## config.mk

```make
export PLATFORM = sky130hd
export DESIGN_NAME = au_issue_queue_flat
export DESIGN_NICKNAME = d
export VERILOG_FILES = /design/src/rtl/au_issue_queue_if.sv /design/src/rtl/au_issue_queue.sv /design/src/flat_wrapper.sv
export SDC_FILE = /design/constraint.sdc
export NUM_CORES = 1
export LEC_CHECK = 0
export ABC_CLOCK_PERIOD_IN_PS = 5500
export CELL_PAD_IN_SITES_DETAIL_PLACEMENT = 1
export CELL_PAD_IN_SITES_GLOBAL_PLACEMENT = 1
export CORE_MARGIN = 2
export CORE_UTILIZATION = 49
export CTS_BUF_LIST = sky130_fd_sc_hd__clkbuf_8
export DETAILED_ROUTE_END_ITERATION = 7
export PLACE_DENSITY = 0.91
export SLEW_MARGIN = 0
export SYNTH_ARGS = -nofsm -noshare
export SYNTH_HDL_FRONTEND = slang
export SYNTH_SLANG_ARGS = --single-unit
```

## constraint.sdc

```tcl
create_clock -name clk -period 5.5 [get_ports clk]
set_input_delay 1.1 -clock clk [delete_from_list [all_inputs] [get_ports clk]]
set_output_delay 1.1 -clock clk [all_outputs]
set_load 0.05 [all_outputs]
```

## src/rtl/au_issue_queue_if.sv

```systemverilog
// Dispatch, CDB and AU-issue signal bundle for the load/store issue queue.
// The queue takes the slave view; dispatch, CDB and the AU together take the master view.
interface au_issue_queue_if;
  logic        disp_valid;
  logic        disp_ready;
  logic [4:0]  disp_op;
  logic        disp_is_store;
  logic [2:0]  disp_rob;
  logic [31:0] disp_base;
  logic [2:0]  disp_base_tag;
  logic        disp_base_rdy;
  logic [31:0] disp_offset;
  logic [31:0] disp_data;
  logic [2:0]  disp_data_tag;
  logic        disp_data_rdy;

  logic        cdb_valid;
  logic [2:0]  cdb_rob;
  logic [31:0] cdb_value;

  logic        au_valid;
  logic        au_ready;
  logic [31:0] au_value1;
  logic [31:0] au_value2;
  logic [4:0]  au_op;
  logic [2:0]  au_rob;
  logic [31:0] au_ls_value;

  modport slave (
    input  disp_valid, disp_op, disp_is_store, disp_rob, disp_base, disp_base_tag,
           disp_base_rdy, disp_offset, disp_data, disp_data_tag, disp_data_rdy,
           cdb_valid, cdb_rob, cdb_value, au_ready,
    output disp_ready, au_valid, au_value1, au_value2, au_op, au_rob, au_ls_value
  );

  modport master (
    output disp_valid, disp_op, disp_is_store, disp_rob, disp_base, disp_base_tag,
           disp_base_rdy, disp_offset, disp_data, disp_data_tag, disp_data_rdy,
           cdb_valid, cdb_rob, cdb_value, au_ready,
    input  disp_ready, au_valid, au_value1, au_value2, au_op, au_rob, au_ls_value
  );
endinterface

```

## src/rtl/au_issue_queue.sv

```systemverilog
// In-order load/store issue queue: holds micro-ops until base/store-data arrive on
// the CDB, then issues them one at a time, in program order, through a registered AU slot.
module au_issue_queue #(
  parameter int DEPTH = 4,
  parameter int PTR_W = 2
) (
  input  logic              clk,
  input  logic              rst,
  input  logic              flush,
  au_issue_queue_if.slave   bus
);

  typedef struct packed {
    logic [4:0]  op;
    logic        is_store;
    logic [2:0]  rob;
    logic [31:0] base;
    logic [2:0]  base_tag;
    logic        base_rdy;
    logic [31:0] offset;
    logic [31:0] data;
    logic [2:0]  data_tag;
    logic        data_rdy;
  } entry_t;

  localparam logic [PTR_W:0]   FULL    = (PTR_W+1)'(DEPTH);
  localparam logic [PTR_W-1:0] PTR_ONE = PTR_W'(1);

  entry_t             r_q [DEPTH];
  logic [DEPTH-1:0]   r_vld;
  logic [PTR_W-1:0]   r_head;
  logic [PTR_W-1:0]   r_tail;
  logic [PTR_W:0]     r_count;

  logic               r_au_valid;
  logic [31:0]        r_au_value1;
  logic [31:0]        r_au_value2;
  logic [4:0]         r_au_op;
  logic [2:0]         r_au_rob;
  logic [31:0]        r_au_ls_value;

  entry_t             w_head;
  entry_t             w_new;
  logic               w_head_rdy;
  logic               w_slot_free;
  logic               w_issue;
  logic               w_disp;
  logic               w_cdb_hit;

  assign bus.disp_ready = (r_count != FULL);
  assign w_disp         = bus.disp_valid && bus.disp_ready;
  assign w_cdb_hit      = bus.cdb_valid && (bus.cdb_rob != 3'd0);

  assign w_head      = r_q[r_head];
  assign w_head_rdy  = r_vld[r_head] && w_head.base_rdy && (!w_head.is_store || w_head.data_rdy);
  assign w_slot_free = !r_au_valid || bus.au_ready;
  assign w_issue     = w_head_rdy && w_slot_free;

  // New entry, with operands that match the same-cycle CDB broadcast captured as ready.
  always_comb begin
    w_new          = '0;
    w_new.op       = bus.disp_op;
    w_new.is_store = bus.disp_is_store;
    w_new.rob      = bus.disp_rob;
    w_new.offset   = bus.disp_offset;
    w_new.base_tag = bus.disp_base_tag;
    if (bus.disp_base_rdy) begin
      w_new.base     = bus.disp_base;
      w_new.base_rdy = 1'b1;
    end else if (w_cdb_hit && bus.cdb_rob == bus.disp_base_tag) begin
      w_new.base     = bus.cdb_value;
      w_new.base_rdy = 1'b1;
    end
    w_new.data_tag = bus.disp_data_tag;
    if (!bus.disp_is_store) begin
      w_new.data_rdy = 1'b1;
    end else if (bus.disp_data_rdy) begin
      w_new.data     = bus.disp_data;
      w_new.data_rdy = 1'b1;
    end else if (w_cdb_hit && bus.cdb_rob == bus.disp_data_tag) begin
      w_new.data     = bus.cdb_value;
      w_new.data_rdy = 1'b1;
    end
  end

  // NOTE: entry payload is deliberately left out of reset; the valid bits alone decide
  // whether an entry means anything, so resetting the storage would only add reset fan-out.
  always_ff @(posedge clk) begin
    for (int i = 0; i < DEPTH; i++) begin
      if (r_vld[i] && w_cdb_hit) begin
        if (!r_q[i].base_rdy && r_q[i].base_tag == bus.cdb_rob) begin
          r_q[i].base     <= bus.cdb_value;
          r_q[i].base_rdy <= 1'b1;
        end
        if (!r_q[i].data_rdy && r_q[i].data_tag == bus.cdb_rob) begin
          r_q[i].data     <= bus.cdb_value;
          r_q[i].data_rdy <= 1'b1;
        end
      end
    end
    if (w_disp) r_q[r_tail] <= w_new;
  end

  // NOTE: all state registers use non-blocking assignments so every flop samples
  // pre-edge values regardless of statement order.
  always_ff @(posedge clk) begin
    if (rst || flush) begin
      r_vld   <= '0;
      r_head  <= '0;
      r_tail  <= '0;
      r_count <= '0;
    end else begin
      if (w_disp) begin
        r_vld[r_tail] <= 1'b1;
        r_tail        <= r_tail + PTR_ONE;
      end
      if (w_issue) begin
        r_vld[r_head] <= 1'b0;
        r_head        <= r_head + PTR_ONE;
      end
      r_count <= r_count + {{PTR_W{1'b0}}, w_disp} - {{PTR_W{1'b0}}, w_issue};
    end
  end

  always_ff @(posedge clk) begin
    if (rst || flush) begin
      r_au_valid    <= 1'b0;
      r_au_value1   <= '0;
      r_au_value2   <= '0;
      r_au_op       <= '0;
      r_au_rob      <= '0;
      r_au_ls_value <= '0;
    end else if (w_issue) begin
      r_au_valid    <= 1'b1;
      r_au_value1   <= w_head.base;
      r_au_value2   <= w_head.offset;
      r_au_op       <= w_head.op;
      r_au_rob      <= w_head.rob;
      r_au_ls_value <= w_head.is_store ? w_head.data : 32'd0;
    end else if (r_au_valid && bus.au_ready) begin
      r_au_valid <= 1'b0;
      r_au_rob   <= '0;
    end
  end

  assign bus.au_valid    = r_au_valid;
  assign bus.au_value1   = r_au_value1;
  assign bus.au_value2   = r_au_value2;
  assign bus.au_op       = r_au_op;
  assign bus.au_rob      = r_au_rob;
  assign bus.au_ls_value = r_au_ls_value;

endmodule

```

## src/flat_wrapper.sv

```systemverilog
// flat-port wrapper written by rule: the top's interface ports become plain ports
module au_issue_queue_flat 
#(
  parameter int DEPTH = 4,
  parameter int PTR_W = 2
)
  (clk, rst, flush, bus_disp_valid, bus_disp_op, bus_disp_is_store, bus_disp_rob, bus_disp_base, bus_disp_base_tag, bus_disp_base_rdy, bus_disp_offset, bus_disp_data, bus_disp_data_tag, bus_disp_data_rdy, bus_cdb_valid, bus_cdb_rob, bus_cdb_value, bus_au_ready, bus_disp_ready, bus_au_valid, bus_au_value1, bus_au_value2, bus_au_op, bus_au_rob, bus_au_ls_value);
  au_issue_queue_if bus_i ();
  input  logic clk;
  input  logic rst;
  input  logic flush;
  input wire logic [$bits(bus_i.disp_valid)-1:0] bus_disp_valid;
  input wire logic [$bits(bus_i.disp_op)-1:0] bus_disp_op;
  input wire logic [$bits(bus_i.disp_is_store)-1:0] bus_disp_is_store;
  input wire logic [$bits(bus_i.disp_rob)-1:0] bus_disp_rob;
  input wire logic [$bits(bus_i.disp_base)-1:0] bus_disp_base;
  input wire logic [$bits(bus_i.disp_base_tag)-1:0] bus_disp_base_tag;
  input wire logic [$bits(bus_i.disp_base_rdy)-1:0] bus_disp_base_rdy;
  input wire logic [$bits(bus_i.disp_offset)-1:0] bus_disp_offset;
  input wire logic [$bits(bus_i.disp_data)-1:0] bus_disp_data;
  input wire logic [$bits(bus_i.disp_data_tag)-1:0] bus_disp_data_tag;
  input wire logic [$bits(bus_i.disp_data_rdy)-1:0] bus_disp_data_rdy;
  input wire logic [$bits(bus_i.cdb_valid)-1:0] bus_cdb_valid;
  input wire logic [$bits(bus_i.cdb_rob)-1:0] bus_cdb_rob;
  input wire logic [$bits(bus_i.cdb_value)-1:0] bus_cdb_value;
  input wire logic [$bits(bus_i.au_ready)-1:0] bus_au_ready;
  output wire logic [$bits(bus_i.disp_ready)-1:0] bus_disp_ready;
  output wire logic [$bits(bus_i.au_valid)-1:0] bus_au_valid;
  output wire logic [$bits(bus_i.au_value1)-1:0] bus_au_value1;
  output wire logic [$bits(bus_i.au_value2)-1:0] bus_au_value2;
  output wire logic [$bits(bus_i.au_op)-1:0] bus_au_op;
  output wire logic [$bits(bus_i.au_rob)-1:0] bus_au_rob;
  output wire logic [$bits(bus_i.au_ls_value)-1:0] bus_au_ls_value;
  assign bus_i.disp_valid = bus_disp_valid;
  assign bus_i.disp_op = bus_disp_op;
  assign bus_i.disp_is_store = bus_disp_is_store;
  assign bus_i.disp_rob = bus_disp_rob;
  assign bus_i.disp_base = bus_disp_base;
  assign bus_i.disp_base_tag = bus_disp_base_tag;
  assign bus_i.disp_base_rdy = bus_disp_base_rdy;
  assign bus_i.disp_offset = bus_disp_offset;
  assign bus_i.disp_data = bus_disp_data;
  assign bus_i.disp_data_tag = bus_disp_data_tag;
  assign bus_i.disp_data_rdy = bus_disp_data_rdy;
  assign bus_i.cdb_valid = bus_cdb_valid;
  assign bus_i.cdb_rob = bus_cdb_rob;
  assign bus_i.cdb_value = bus_cdb_value;
  assign bus_i.au_ready = bus_au_ready;
  assign bus_disp_ready = bus_i.disp_ready;
  assign bus_au_valid = bus_i.au_valid;
  assign bus_au_value1 = bus_i.au_value1;
  assign bus_au_value2 = bus_i.au_value2;
  assign bus_au_op = bus_i.au_op;
  assign bus_au_rob = bus_i.au_rob;
  assign bus_au_ls_value = bus_i.au_ls_value;
  au_issue_queue #(.DEPTH(DEPTH), .PTR_W(PTR_W)) u_core (.clk(clk), .rst(rst), .flush(flush), .bus(bus_i));
endmodule
```

==> flow_summary_export.csv, run 1 <==
group,metric,value,unit
timing,slew_viol_final,0,
yosys,synth_flop_cell,"edfxtp_1",
power_and_ir_drop,swShare,24.8,%
worst_setup_path,end_kind,"register",
route,first_pass_iters,5,
yosys,synth-seq-cells,570,
layout,fill_cells,4519,
clock_tree,worst_skew_pair.late_latency,720,ps
timing,relSlewSlack,11.4,%
worst_setup_path,worstSetupPathType,"input port to register",
clock_tree,postCtsSetupBuffers,0,
worst_setup_path,worstPathRequired,6060,ps
placed_design,place_congestion,0.857,
floorplanning,ios,260,
timing,fmax,0.261,GHz
clock_tree,htreeDepth,3,
layout,drive_gt1_share,15.5,%
layout,area_growth,20.5,%
timing,fin_worst_skew,50.5,ps
timing,fin_crit_sh,69.6,%
yosys,yosys.cell_types.count,44,
clock_tree,clkSlewWorstSetupHoldPaths,70,ps
power_and_ir_drop,p_int,7.09,mW
placed_design,port_buffers,259,
placed_design,hpwl,45.4,mm
layout,final_cell_mix,"edfxtp_1 (444), clkdlybuf4s50_1 (259), a22o_1 (256)",
timing,rsz0062_at_grt,"no",
route,via_per_inst,6.37,
global_route,grt_pass1_vias,17500,
yosys,synth_cells,1550,
global_route,grt_pass1_wl,110,mm
global_route,antenna_found_initial,6,
timing,whs,459,ps
route,drt_iter0_drc,1895,
power_and_ir_drop,cellPowerDensity,324,nW/um^2
route,drc,0,
layout,seqCellArea,15900,um^2
power_and_ir_drop,vdd_drop_max,0.176,mV
timing,final_hold_viol_count,0,
clock_tree,clockBufferDepth,3,
timing,setup_viol,0,
run_status,status,"completed",
global_route,grt_max_degree,184,
timing,fin_tns_setup,0,ps
floorplanning,start_util,49.5,%
route,ant_nets,0,
worst_setup_path,arrival,4390,ps
clock_tree,cts_root_buf,"clkbuf_8",
yosys,yosysTopAreaCellShare,55.1,%
floorplanning,fp.coreArea,48800,um^2
clock_tree,tritoncts,"built",
yosys,synth_edf_count,444,
yosys,synth_area_leaders,"edfxtp_1 (55%), dfxtp_1 (10%), mux4_2 (10%)",
worst_setup_path,critPathMaxFanout,32,
power_and_ir_drop,combPwrFrac,9.0,%
yosys,synth_area_leader_cell,"edfxtp_1",
layout,final_area,29200,um^2
route,dr_total_vias,16100,
yosys,yosysWarningCount,0,
clock_tree,cts_resized,0,
layout,final_nets,1941,
global_route,track_usage,29.4,%
global_route,grt-ovfl-total,0,
worst_hold_path,hold_path_class,"register to register",
power_and_ir_drop,power.leakage,10.5,nW
layout,post-route-util,59.7,%
route,routed_wl,75.2,mm
clock_tree,cts_buffers,93,
floorplanning,die_x,226,um
timing,period_minus_slack,3830,ps
power_and_ir_drop,switchingPower,2.34,mW
power_and_ir_drop,power_frac_seq,51.6,%
job,max-cap-violations,0,
clock_tree,hold_buffers,0,
yosys,ys_seq_area_share,65.5,%
placed_design,dpl_cell_area,27300,um^2
timing,tightest_slew,1320,ps
yosys,syn_nets,1714,
yosys,syn_area_per_cell,15.6,um^2
power_and_ir_drop,clkPwrFrac,39.3,%
clock_tree,numClockSinks,570,
yosys,syn-cell-area,24200,um^2
floorplanning,dieArea,51200,um^2
floorplanning,rows,81,
layout,multi_input_area,7780,um^2
floorplanning,dieHeight,226,um
worst_setup_path,start_kind,"input port",
layout,mostFrequentLayoutCell,"edfxtp_1",
yosys,async_flop_share,0,%
route,wl_per_cell,29.7,um
-- logic make-up after synthesis --
logic type	count (synthesis)	synth area share (%)
compound gates	300	10.4
simple gates	266	4.74
mux	211	14.3
flops	570	65.5
xor+xnor	34	1.23
fa+ha+maj	10	0.548
buf+inv	159	3.22
-- per-stage QoR --
step / setup WS, ps / total power [mW] / instances
after floorplan: 733 / 5.42 / 1550
after global placement: 1340 / 5.71 / 2346
after detailed placement: 1060 / 5.79 / 2346
after CTS: 1750 / 9.45 / 2521
after global routing: 1590 / 9.67 / 2524
final: 1670 / 9.44 / 2531
-- layout make-up --
type | instances | share of cell area [%]
clock inverter | 69 | 1.30
timing repair buffer | 281 | 9.54
multi-input combinational | 821 | 26.7
inverter | 10 | 0.129
tap | 664 | 2.85
antenna | 10 | 0.0858
clock buffer | 106 | 5.00
sequential | 570 | 54.4
-- worst max-delay path, cell delays in order --
cell             delay [ps]
clkdlybuf4s50_1         870
o31a_1                  380
nand4_1                 470
o21ai_4                1180
a22o_1                  350
-- sequential cells by signal (all words and copies together), names as in the netlist, 2 cells and up, named ones only --
name,cells
u_core.bus.au_value1,32
u_core.r_count,3
u_core.r_head,2
u_core.r_q,452
u_core.bus.au_rob,3
u_core.bus.au_ls_value,32
u_core.r_tail,2
u_core.r_vld,4
u_core.bus.au_value2,32
u_core.bus.au_op,5
-- layer usage --
layer / up-vias / share of wire, % / wire (um) / global-route usage, %
met3: 242 / 9.1 / 6820 / 6.95
li1: 6544 / - / - / -
met4: 6 / 3.6 / 2710 / 15.3
met5: - / 0.056 / 42 / 0
met1: 8248 / 36 / 26800 / 34.5
met2: 1080 / 52 / 38800 / 50.2
-- path summary, 6_finish.rpt --
| path | start | slack (ps) | cells after the start | to |
|---|---|---|---|---|
| worst min-delay path | u_core.bus.au_ls_value[7] | 460 | 2 | u_core.bus.au_ls_value[7] |
| worst max register to register | register | 1970 | 9 | u_core.r_count[2] |
| worst min register to register | u_core.bus.au_ls_value[7] | 460 | 2 | u_core.bus.au_ls_value[7] |
| worst max-delay path | bus_cdb_rob[1] | 1670 | 5 | u_core.r_q[1][26] |
-- cells in the mapped netlist, types with 9 or more instances --
cell      count
ha_1          9
a22o_1      256
mux2i_1     103
clkbuf_1     52
edfxtp_1    444
mux4_2      108
buf_1        32
xor2_1       25
nor2_1       11
dfxtp_1     126
o21ai_0      13
xnor2_1       9
nand2_1     213
buf_2        52
-- power groups by stage --
stage | combinational [mW] | sequential, mW | clock [mW]
2_1_floorplan | 0.461 | 4.96 | 0
3_3_place_gp | 0.779 | 4.93 | 0
3_5_place_dp | 0.835 | 4.95 | 0
4_1_cts | 0.849 | 4.87 | 3.74
5_1_grt | 0.891 | 4.88 | 3.90
6_report | 0.854 | 4.87 | 3.71
Power figures use the tool's default switching activity.
==> run 2, diff against run 1 <==
ABC_CLOCK_PERIOD_IN_PS = 3980   (was 5500)
clock period = 3.98 ns   (was 5.5 ns; I/O delays follow)
==> run 2 against run 1 <==
Register-to-register slack got worse by 940 ps. First-iteration DRC count decreased by 20%. Final cell count increased by 0.40%. Critical path type is now register to output port. Largest cell class unchanged. Highest routed layer unchanged.
==> flow_summary_export.csv, run 2 (synthesis gave the netlist of run 1 again) <==
group,metric,value,unit
layout,final_nets,1959,
placed_design,place_congestion,0.806,
layout,largest_reg_flops,452,
layout,regMostFlops,"u_core.r_q",
worst_hold_path,hp-start,"u_core.bus.au_value1[27]",
timing,fmax,0.309,GHz
power_and_ir_drop,vdd_drop_max,0.278,mV
worst_setup_path,end_kind,"output port",
floorplanning,dieArea,51200,um^2
route,drt_iter0_drc,1515,
clock_tree,tritoncts,"built",
worst_setup_path,ff2ff_path_depth,10,
clock_tree,cts_resized,0,
worst_setup_path,critPathMaxFanout,7,
floorplanning,dieHeight,226,um
worst_setup_path,worstPathRequired,3180,ps
clock_tree,clkSlewWorstSetupHoldPaths,60,ps
clock_tree,htreeDepth,3,
global_route,grt_pass1_vias,17700,
floorplanning,rows,81,
route,routed_wl,78.4,mm
route,wl_per_cell,30.9,um
timing,relSlewSlack,39.1,%
job,max-cap-violations,0,
worst_setup_path,worstSetupPathType,"register to output port",
timing,period_minus_slack,3230,ps
route,first_pass_iters,5,
power_and_ir_drop,power.leakage,10.6,nW
global_route,grt_util_met3,7.16,%
global_route,grt.busiest_layer,"met2",
clock_tree,cts_buffers,92,
layout,multi_input_area,7780,um^2
floorplanning,fp.coreArea,48800,um^2
layout,seqCellArea,15900,um^2
layout,fill_cells,4499,
clock_tree,numClockSinks,570,
global_route,track_usage,30.8,%
global_route,antenna_found_initial,8,
global_route,grt_pass1_wl,115,mm
global_route,grt_max_degree,124,
timing,final_hold_viol_count,0,
layout,area_growth,21.8,%
power_and_ir_drop,cellPowerDensity,441,nW/um^2
floorplanning,die_x,226,um
clock_tree,hold_buffers,0,
timing,fin_worst_skew,40.2,ps
clock_tree,clockBufferDepth,3,
route,drc,0,
timing,tightest_slew,914,ps
worst_setup_path,timing.rr.end,"u_core.r_count[2]",
route,ant_nets,0,
clock_tree,cts_root_buf,"clkbuf_8",
layout,drive_gt1_share,16.6,%
worst_setup_path,rrSetupSlack,1030,ps
worst_setup_path,arrival,2440,ps
global_route,grtUsageMet1,35.9,%
power_and_ir_drop,power,13.0,mW
layout,mostFrequentLayoutCell,"edfxtp_1",
worst_hold_path,whs_path_depth,2,
route,dr_total_vias,16200,
worst_setup_path,start_kind,"register",
worst_hold_path,hold_path_class,"register to register",
global_route,use_met2,52.7,%
global_route,grt-ovfl-total,0,
run_status,status,"completed",
timing,rsz0062_at_grt,"no",
timing,fin_crit_sh,81.3,%
route,via_per_inst,6.38,
timing,setup_viol,0,
timing,slew_viol_final,0,
clock_tree,worst_skew_pair.late_latency,710,ps
clock_tree,postCtsSetupBuffers,0,
timing,fin_tns_setup,0,ps
placed_design,port_buffers,259,
layout,final_cell_mix,"edfxtp_1 (444), clkdlybuf4s50_1 (259), a22o_1 (256)",
worst_hold_path,whs_endpoint,"u_core.bus.au_value1[27]",
placed_design,hpwl,46.4,mm
floorplanning,start_util,49.5,%
floorplanning,ios,260,
-- run 2: changes by cell type in the layout (fill, tap and decap cells not counted), sizes merged --
cell,previous run,this run
buf,22,41
diode,10,4
inv,50,46
clkbuf,106,104
clkinv,26,28
clkinvlp,0,2
bufinv,3,2
-- run 2: where the power goes --
part | internal [mW] | switching, mW
Combinational | 0.543 | 0.681
Sequential | 6.64 | 0.0884
Clock | 2.55 | 2.51
-- run 2: worst max-delay path by stage --
stage | start | end | slack, ps | cells after the start
5_1_grt | u_core.r_count[1] | bus_disp_ready | 680 | 2
3_3_place_gp | bus_cdb_rob[2] | u_core.r_q[0][85] | 590 | 5
6_report | u_core.r_count[1] | bus_disp_ready | 750 | 2
4_1_cts | u_core.r_count[0] | bus_disp_ready | 710 | 2
3_5_place_dp | bus_cdb_rob[2] | u_core.r_q[1][87] | 460 | 5
2_1_floorplan | bus_cdb_rob[2] | u_core.r_q[0][100] | 400 | 4
-- run 2: cell type report --
type	count	area share, %
clock inverters	68	1.25
inverters	10	0.127
multi-input cells	821	26.4
repair buffers	300	10.7
flip-flops and latches	570	53.8
diodes	4	0.0340
well taps	664	2.82
clock buffers	104	4.86
-- run 2: layer usage --
metal	wire [um]	vias to the layer above	share of wire [%]
met5	55	-	0.070
met4	3900	8	5.0
met3	7120	268	9.1
met2	40300	1053	51
met1	27100	8291	35
li1	-	6584	-
-- run 2: critical path, cell delays in order, from the launching register on --
cell	delay, ps
dfxtp_1	410
or3b_1	390
clkdlybuf4s50_1	920
-- run 2: stage by stage --
step	hold slack, ps	std cells	instance area, um^2	util [%]	setup slack (ps)
after detailed placement	456	2365	27700	56.6	456
after CTS	465	2537	29400	60.3	707
final	458	2541	29500	60.3	745
after global routing	488	2541	29500	60.3	684
after floorplan	445	1550	24200	-	397
after global placement	444	2365	27700	56.6	592
==> run 3, diff against run 2 <==
ABC_CLOCK_PERIOD_IN_PS = 3400   (was 3980)
clock period = 3.4 ns   (was 3.98 ns; I/O delays follow)
==> run 3 against run 2 <==
Global-route usage down 1.3 points. Die area is the same. Routed wire length fell by 4.4%. Core utilization increased by 1.1 points. Via count is 1.6% lower. Cell area up 1.9%. Clock skew grew 1.2 ps. Setup slack worse by 400 ps. Largest cell class unchanged.
==> flow_summary_export.csv, run 3 (synthesis gave the netlist of run 1 again) <==
group,metric,value,unit
run_status,status,"completed",
floorplanning,start_util,49.5,%
layout,final_cell_mix,"edfxtp_1 (444), clkdlybuf4s50_1 (259), a22o_1 (256)",
power_and_ir_drop,power.leakage,10.9,nW
placed_design,port_buffers,259,
route,drt_iter0_drc,1671,
timing,fin_tns_setup,0,ps
power_and_ir_drop,clkPwrFrac,41.3,%
global_route,grt-ovfl-total,0,
timing,rsz0062_at_grt,"no",
route,dr_total_vias,15900,
clock_tree,htreeDepth,3,
route,wl_per_cell,29.1,um
power_and_ir_drop,combPwrFrac,9.1,%
layout,drive_gt1_share,18.0,%
global_route,track_usage,29.5,%
worst_setup_path,start_kind,"register",
clock_tree,worst_skew_pair.late_latency,700,ps
timing,setup_viol,0,
timing,slew_viol_final,0,
power_and_ir_drop,power_frac_seq,49.6,%
route,drc,0,
floorplanning,rows,81,
worst_setup_path,critPathMaxFanout,86,
worst_setup_path,end_kind,"register",
timing,final_hold_viol_count,0,
placed_design,place_congestion,0.821,
floorplanning,dieHeight,226,um
worst_setup_path,crit_path_max_incr_delay,610,ps
floorplanning,die_x,226,um
worst_setup_path,worstPathRequired,4000,ps
clock_tree,numClockSinks,570,
placed_design,dpl.cell_count,2390,
route,via_per_inst,6.18,
route,first_pass_iters,7,
layout,regMostFlops,"u_core.r_q",
layout,area_growth,24.1,%
timing,fin_crit_sh,89.8,%
job,max-cap-violations,0,
timing,tightest_slew,893,ps
power_and_ir_drop,power,15.8,mW
global_route,grt_pass1_wl,111,mm
global_route,grt_pass1_vias,17600,
power_and_ir_drop,cellPowerDensity,528,nW/um^2
worst_hold_path,hold_path_class,"register to register",
timing,period_minus_slack,3050,ps
clock_tree,tritoncts,"built",
clock_tree,cts_root_buf,"clkbuf_8",
worst_setup_path,crit_slowest_cell,"mux4_2",
timing,fmax,0.328,GHz
timing,fin_worst_skew,41.4,ps
worst_setup_path,worstSetupPathType,"register to register",
floorplanning,ios,260,
power_and_ir_drop,swShare,23.9,%
power_and_ir_drop,vdd_drop_max,0.317,mV
route,ant_nets,0,
layout,fin_cells,2579,
route,routed_wl,75.0,mm
layout,final_nets,1988,
global_route,antenna_found_initial,10,
clock_tree,clkSlewWorstSetupHoldPaths,60,ps
floorplanning,dieArea,51200,um^2
clock_tree,cts_resized,0,
worst_setup_path,crit_path_cell_trace,"mux4_2 -> and2_1 -> nand3_4 -> buf_4 -> buf_12 -> mux2i_1",
clock_tree,clockBufferDepth,3,
clock_tree,postCtsSetupBuffers,0,
timing,whs,459,ps
placed_design,hpwl,47.9,mm
worst_setup_path,arrival,3650,ps
clock_tree,cts_buffers,96,
timing,relSlewSlack,40.5,%
floorplanning,fp.coreArea,48800,um^2
layout,mostFrequentLayoutCell,"edfxtp_1",
power_and_ir_drop,switchingPower,3.79,mW
clock_tree,hold_buffers,0,
layout,largest_reg_flops,452,
power_and_ir_drop,p_int,12.1,mW
global_route,grt_max_degree,105,
-- run 3: path summary, 6_finish.rpt --
path | startpoint | to | slack (ps) | cells after the start
max reg2reg | register | u_core.bus.au_value1[19] | 350 | 6
min | u_core.bus.au_value1[26] | u_core.bus.au_value1[26] | 460 | 2
max | register | u_core.bus.au_value1[19] | 350 | 6
min reg2reg | u_core.bus.au_value1[26] | u_core.bus.au_value1[26] | 460 | 2
-- run 3: final cells by class --
class / count / area (um^2)
Clock inverter: 65 / 470
Antenna cell: 8 / 20.0
Inverter: 10 / 37.5
Tap cell: 664 / 831
Sequential cell: 570 / 15900
Fill cell: 4510 / 18800
Multi-Input combinational cell: 821 / 7780
Clock buffer: 116 / 1600
Timing Repair Buffer: 325 / 3410
-- run 3: metal layers --
| layer | up-vias | wire (um) | share of wire, % | global-route usage (%) |
|---|---|---|---|---|
| met2 | 819 | 38900 | 52 | 51.4 |
| met3 | 193 | 5960 | 7.9 | 6.47 |
| li1 | 6644 | - | - | - |
| met1 | 8281 | 27300 | 36 | 34.9 |
| met5 | - | 27 | 0.036 | 0 |
| met4 | 4 | 2770 | 3.7 | 13.7 |
-- run 3: critical path: cells and delay by family (launching register included) --
| kind | cells | cell delay [ps] |
|---|---|---|
| mux | 2 | 940 |
| simple gates | 2 | 390 |
| flops | 1 | 570 |
| buf+inv | 2 | 740 |
-- run 3: power by group through the flow --
stage | clock (mW) | combinational, mW | sequential, mW
global route | 6.91 | 1.51 | 7.88
floorplan | 0 | 0.750 | 8.02
finish | 6.55 | 1.43 | 7.87
global placement | 0 | 1.33 | 7.98
CTS | 6.61 | 1.43 | 7.86
detailed placement | 0 | 1.41 | 8.00
-- run 3: through the flow --
step                instance area [um^2]  util, %  worst slack, ps
floorplan                          24200        -              539
global placement                   27900     57.2              259
detailed placement                 27900     57.2              186
CTS                                30000     61.4              297
global route                       30000     61.4              283
finish                             30000     61.4              348
